<file path="src/rtl/dm_port_arbiter.sv">
// Two-master arbiter for a single-port synchronous data memory: per-cycle
// round-robin with a bounded burst lock and tagged one-cycle read return.
module dm_port_arbiter #(
  parameter int DATA_W   = 32,
  parameter int WADDR_W  = 16,
  parameter int MAX_LOCK = 8
) (
  input  logic               clk,
  input  logic               rst,
  input  logic               m0_req,
  input  logic               m0_write,
  input  logic               m0_lock,
  input  logic [31:0]        m0_addr,
  input  logic [DATA_W-1:0]  m0_wdata,
  output logic               m0_gnt,
  output logic               m0_rvalid,
  output logic [DATA_W-1:0]  m0_rdata,
  output logic               m0_err,
  input  logic               m1_req,
  input  logic               m1_write,
  input  logic               m1_lock,
  input  logic [31:0]        m1_addr,
  input  logic [DATA_W-1:0]  m1_wdata,
  output logic               m1_gnt,
  output logic               m1_rvalid,
  output logic [DATA_W-1:0]  m1_rdata,
  output logic               m1_err,
  output logic               DM_enable,
  output logic               DM_write,
  output logic [WADDR_W-1:0] DM_address,
  output logic [DATA_W-1:0]  DM_in,
  input  logic [DATA_W-1:0]  DM_out
);

  localparam int CNT_W = $clog2(MAX_LOCK + 1);
  localparam logic [CNT_W-1:0] MAX_CNT = CNT_W'(MAX_LOCK);

  logic               last_owner;
  logic               locked_vld;
  logic               locked_owner;
  logic [CNT_W-1:0]   lock_cnt;
  logic               rd_vld_p1;
  logic               rd_id_p1;
  logic               err0_p1;
  logic               err1_p1;
  logic [WADDR_W-1:0] addr_q;
  logic [DATA_W-1:0]  wdata_q;
  logic [DATA_W-1:0]  rdata0_q;
  logic [DATA_W-1:0]  rdata1_q;

  logic               ok0;
  logic               ok1;
  logic               any;
  logic               win;
  logic               lock_hold;
  logic               acc;
  logic               win_write;
  logic               win_lock;
  logic               win_ok;
  logic               other_req;
  logic [WADDR_W-1:0] win_waddr;
  logic [DATA_W-1:0]  win_wdata;
  logic               unused_addr_lsbs;

  // Byte-lane bits carry no meaning for a word-wide memory.
  assign unused_addr_lsbs = ^{m0_addr[1:0], m1_addr[1:0]};

  assign ok0 = (m0_addr[31:WADDR_W+2] == '0);
  assign ok1 = (m1_addr[31:WADDR_W+2] == '0);

  always_comb begin
    any       = (m0_req | m1_req) & ~rst;
    lock_hold = locked_vld && (lock_cnt < MAX_CNT);
    if (m0_req && m1_req)
      win = lock_hold ? locked_owner : ~last_owner;
    else
      win = m1_req;
    win_write = win ? m1_write : m0_write;
    win_lock  = win ? m1_lock  : m0_lock;
    win_ok    = win ? ok1      : ok0;
    other_req = win ? m0_req   : m1_req;
    win_waddr = win ? m1_addr[WADDR_W+1:2] : m0_addr[WADDR_W+1:2];
    win_wdata = win ? m1_wdata : m0_wdata;
    acc       = any & win_ok;
  end

  assign m0_gnt     = any & ~win;
  assign m1_gnt     = any & win;
  assign DM_enable  = acc;
  assign DM_write   = acc & win_write;
  // Memory bus holds its last driven value when no valid access is granted.
  assign DM_address = acc ? win_waddr : addr_q;
  assign DM_in      = acc ? win_wdata : wdata_q;

  assign m0_rvalid  = rd_vld_p1 & ~rd_id_p1;
  assign m1_rvalid  = rd_vld_p1 & rd_id_p1;
  assign m0_rdata   = m0_rvalid ? DM_out : rdata0_q;
  assign m1_rdata   = m1_rvalid ? DM_out : rdata1_q;
  assign m0_err     = err0_p1;
  assign m1_err     = err1_p1;

  // Stage p0 -> p1: grant bookkeeping, read tag and error pulse.
  always_ff @(posedge clk or posedge rst) begin
    if (rst) begin
      last_owner   <= 1'b1;
      locked_vld   <= 1'b0;
      locked_owner <= 1'b0;
      lock_cnt     <= '0;
      rd_vld_p1    <= 1'b0;
      rd_id_p1     <= 1'b0;
      err0_p1      <= 1'b0;
      err1_p1      <= 1'b0;
      addr_q       <= '0;
      wdata_q      <= '0;
      rdata0_q     <= '0;
      rdata1_q     <= '0;
    end else begin
      err0_p1   <= m0_gnt & ~ok0;
      err1_p1   <= m1_gnt & ~ok1;
      rd_vld_p1 <= acc & ~win_write;
      rd_id_p1  <= win;
      if (m0_rvalid) rdata0_q <= DM_out;
      if (m1_rvalid) rdata1_q <= DM_out;
      if (acc) begin
        addr_q  <= win_waddr;
        wdata_q <= win_wdata;
      end
      if (any) last_owner <= win;
      // The count tracks grants handed out while the other master waits.
      if (any && win_lock) begin
        locked_vld   <= 1'b1;
        locked_owner <= win;
        if (!other_req)
          lock_cnt <= '0;
        else if (locked_vld && (locked_owner == win))
          lock_cnt <= lock_cnt + CNT_W'(1);
        else
          lock_cnt <= CNT_W'(1);
      end else begin
        locked_vld <= 1'b0;
        lock_cnt   <= '0;
      end
    end
  end

endmodule

</file>
<file path="config.mk">
export PLATFORM = sky130hd
export DESIGN_NAME = dm_port_arbiter
export DESIGN_NICKNAME = d
export VERILOG_FILES = /design/src/rtl/dm_port_arbiter.sv
export SDC_FILE = /design/constraint.sdc
export NUM_CORES = 1
export LEC_CHECK = 0
export BUFFER_PORTS_ARGS = -buffer_cell sky130_fd_sc_hd__buf_2
export CAP_MARGIN = 20
export CORE_MARGIN = 4
export CORE_UTILIZATION = 46
export DETAILED_ROUTE_END_ITERATION = 16
export GPL_TIMING_DRIVEN = 0
export PLACE_DENSITY = 0.88
export RECOVER_POWER = 50
export SYNTH_ARGS = -nofsm -noshare
export SYNTH_HDL_FRONTEND = slang
export SYNTH_SLANG_ARGS = --single-unit
</file>
<file path="constraint.sdc">
create_clock -name clk -period 6.42 [get_ports clk]
set_clock_uncertainty 0.2 [all_clocks]
set_input_delay 0.642 -clock clk [delete_from_list [all_inputs] [get_ports clk]]
set_output_delay 0.642 -clock clk [all_outputs]
set_load 0.02 [all_outputs]
</file>
==> results.json <==
{
  "run_status": "finished, final reports clean",
  "finalSetupViolations": 0,
  "clk_pin_slew_ps": 50,
  "synth_most_common_cell": "dfrtp_1",
  "cpMaxStageDelayCell": "nor4_1",
  "crit_path_max_fanout": 10,
  "slew_headroom_pct": 55.50,
  "rsz0062_at_grt": "no",
  "cts_buffer_depth": 2,
  "die_area_mm2": 0.01383,
  "synth-main-ff-cell": "dfrtp_1",
  "firstDrtPassIters": 5,
  "holdCritPathClass": "input pin to asynchronous set/reset pin",
  "port-buffer-count": 282,
  "die_w_um": 117.6,
  "placed_area_mm2": 0.007151,
  "crit_buf_inv": 4,
  "die_h_um": 117.6,
  "fin_area_mm2": 0.007785,
  "synth_area_mm2": 0.005528,
  "ctsRootBufferMaster": "clkbuf_16",
  "ctsHtreeMaxLevel": 4,
  "drv_slew": 0,
  "detail_route.wl_per_cell_um": 19.07,
  "worstSetupEndpointType": "output port",
  "drt_wl_total_um": 17010,
  "vias": 5035,
  "grt_pass1_wl_um": 27170,
  "ys_types": 40,
  "cp_common_cell": "buf_2",
  "synth_area_leaders": "dfrtp_1 55%, mux2_2 13%, o221ai_1 7.6%",
  "drc": 0,
  "start_kind": "input pin",
  "yosys.area.top_type_share_pct": 55.23,
  "cts_made_buffers": 17,
  "start_util_pct": 47.60,
  "synthesis.nets": 603,
  "num_io_pins": 288,
  "worstMarginPinSlew_ps": 667.5,
  "wl_met2_um": 8589,
  "cts_tree": "yes",
  "synth.top_cells.by_count": "122 x dfrtp_1, 66 x mux2_2, 54 x inv_1, 48 x o221ai_1, 28 x o221a_2",
  "numClockSinks": 123,
  "drive_gt1_share_pct": 50.20,
  "met3WireLength_um": 1645,
  "place.gp.congestion": 0.9495,
  "grt.overflow.total": 0,
  "power.density_mw_per_mm2": 261.3,
  "yosysSeqAreaShare_pct": 55.70,
  "ctsHoldBuffers": 0,
  "rows": 39,
  "slowest_delay_ps": 420,
  "cap_violations": 0,
  "crit_arrival_ps": 2670,
  "yosys_warnings": 0,
  "nets": 905,
  "crit_type": "input pin to output port",
  "clock.fmax_mhz": 284.4,
  "required_ps": 5580,
  "n_antenna_cell": 0,
  "ant_nets": 0,
  "clk_latency_ps": 410,
  "synth_edf_count": 0,
  "tns_ps": 0,
  "coreArea_mm2": 0.01161,
  "grt_pass1_vias": 5356,
  "grt_use_total_pct": 24.80,
  "post_cts_resized": 0,
  "drtIter0Drc": 319,
  "avgViaCountPerCell": 5.645,
  "ir_drop_uv": 169.9,
  "path_delay_family": "buffers and inverters",
  "post_cts_buffers": 0,
  "grt_max_degree": 90,
  "syn_to_final_growth_pct": 40.83,
  "min_period_ps": 3516,
  "leakagePower_nw": 3.807,
  "synth-seq-cells": 123,
  "syn_avg_cell_area_um2": 12.74,
  "synth_top_cell_by_area": "dfrtp_1",
  "async_flop_share_pct": 100.0,
  "antenna_found_initial": 0,
  "drt-met1-wl_um": 6329,
  "path_cells": "buf_2 -> nor4_1 -> nand4_1 -> clkbuf_1 -> buf_2 -> o221ai_1 -> o221a_1 -> buf_2",
  "syn_inst": 434,
  "fin_crit_sh_pct": 54.77,
  "highest_layer": "met4",
  "hold_violations": 0,
  "hpwl_um": 12770
}
per-layer routing:
layer / GRT usage [%] / vias to the layer above
li1: - / 2267
met1: 28.49 / 2430
met2: 42.62 / 298
met3: 7.785 / 40
met4: 10.84 / 0
met5: 0 / -
cells in the final DEF, fill, tap and decap left out, types with 4 or more instances in the layout:
cell type,n
buf_2,287
bufinv_16,5
clkbuf_1,31
clkbuf_16,17
clkinv_2,4
dfrtp_1,122
inv_1,53
mux2_1,45
mux2_2,21
nand2_1,7
nand2b_1,4
nand4_1,4
nor4_1,6
o21ai_0,5
o221a_1,20
o221a_2,28
o221ai_1,48
worst register-to-register path, stage by stage (launching register included):
cell	delay (ps)
dfrtp_1	440
and2b_1	250
o211ai_2	280
buf_2	260
clkbuf_1	410
o221ai_1	200
o221a_1	180
final cells by class:
class	instances	area (um2)
tap	143	178.9
multi-input combinational	218	2066
inverter	55	211.5
clock buffer	20	446.7
fill	823	3829
clock inverter	12	195.2
sequential	123	3079
buffer	38	172.7
timing repair buffer	283	1435
state kept, by name, indices dropped and copies added, names as in the netlist, 4 cells and up:
register,cells
rdata1_q,32
wdata_q,32
addr_q,16
lock_cnt,4
rdata0_q,32
power by group:
| group | switching, W | internal (W) | leakage (nW) |
|---|---|---|---|
| combinational | 0.000113 | 0.0000752 | 2.18 |
| sequential | 0.0000106 | 0.000802 | 1.31 |
| clock | 0.000337 | 0.000696 | 0.314 |
| total | 0.000461 | 0.00157 | 3.81 |
worst paths after layout:
| check | from | end | slack (ps) | cells past startpoint |
|---|---|---|---|---|
| worst max-delay path | m1_addr[19] | DM_address[5] | 2900 | 8 |
| worst min-delay path | rst | lock_cnt[1] | 120 | 2 |
| worst max register to register | locked_vld | addr_q[5] | 4060 | 6 |
| worst min register to register | rdata0_q[23] | rdata0_q[23] | 280 | 1 |
| max in group asynchronous | rst | rdata1_q[5] | 5210 | 3 |
| min in group clk | DM_out[23] | rdata0_q[23] | 280 | 2 |
metrics by stage:
| stage | util [%] | hold WS [ps] | setup WS [ps] | std cells | total power, W |
|---|---|---|---|---|---|
| 6_report | 67.03 | 117.2 | 2904 | 892 | 0.002034 |
| 2_1_floorplan | - | 262.5 | 688.1 | 434 | 0.0009168 |
| 3_5_place_dp | 61.57 | 279.0 | 2928 | 860 | 0.001018 |
| 5_1_grt | 67.03 | 140.2 | 2727 | 892 | 0.002101 |
| 3_3_place_gp | 61.29 | 273.6 | -910.3 | 859 | 0.001006 |
| 4_1_cts | 67.10 | 42.29 | 2926 | 892 | 0.002057 |
logic make-up after synthesis:
| family | Yosys count | synth area share, % |
|---|---|---|
| flops | 123 | 55.70 |
| compound gates | 106 | 18.74 |
| buf+inv | 93 | 6.881 |
| mux | 67 | 13.63 |
| simple gates | 42 | 4.505 |
| xor+xnor | 2 | 0.3169 |
| fa+ha+maj | 1 | 0.2263 |
No activity file was read; power rests on OpenSTA's default activity.
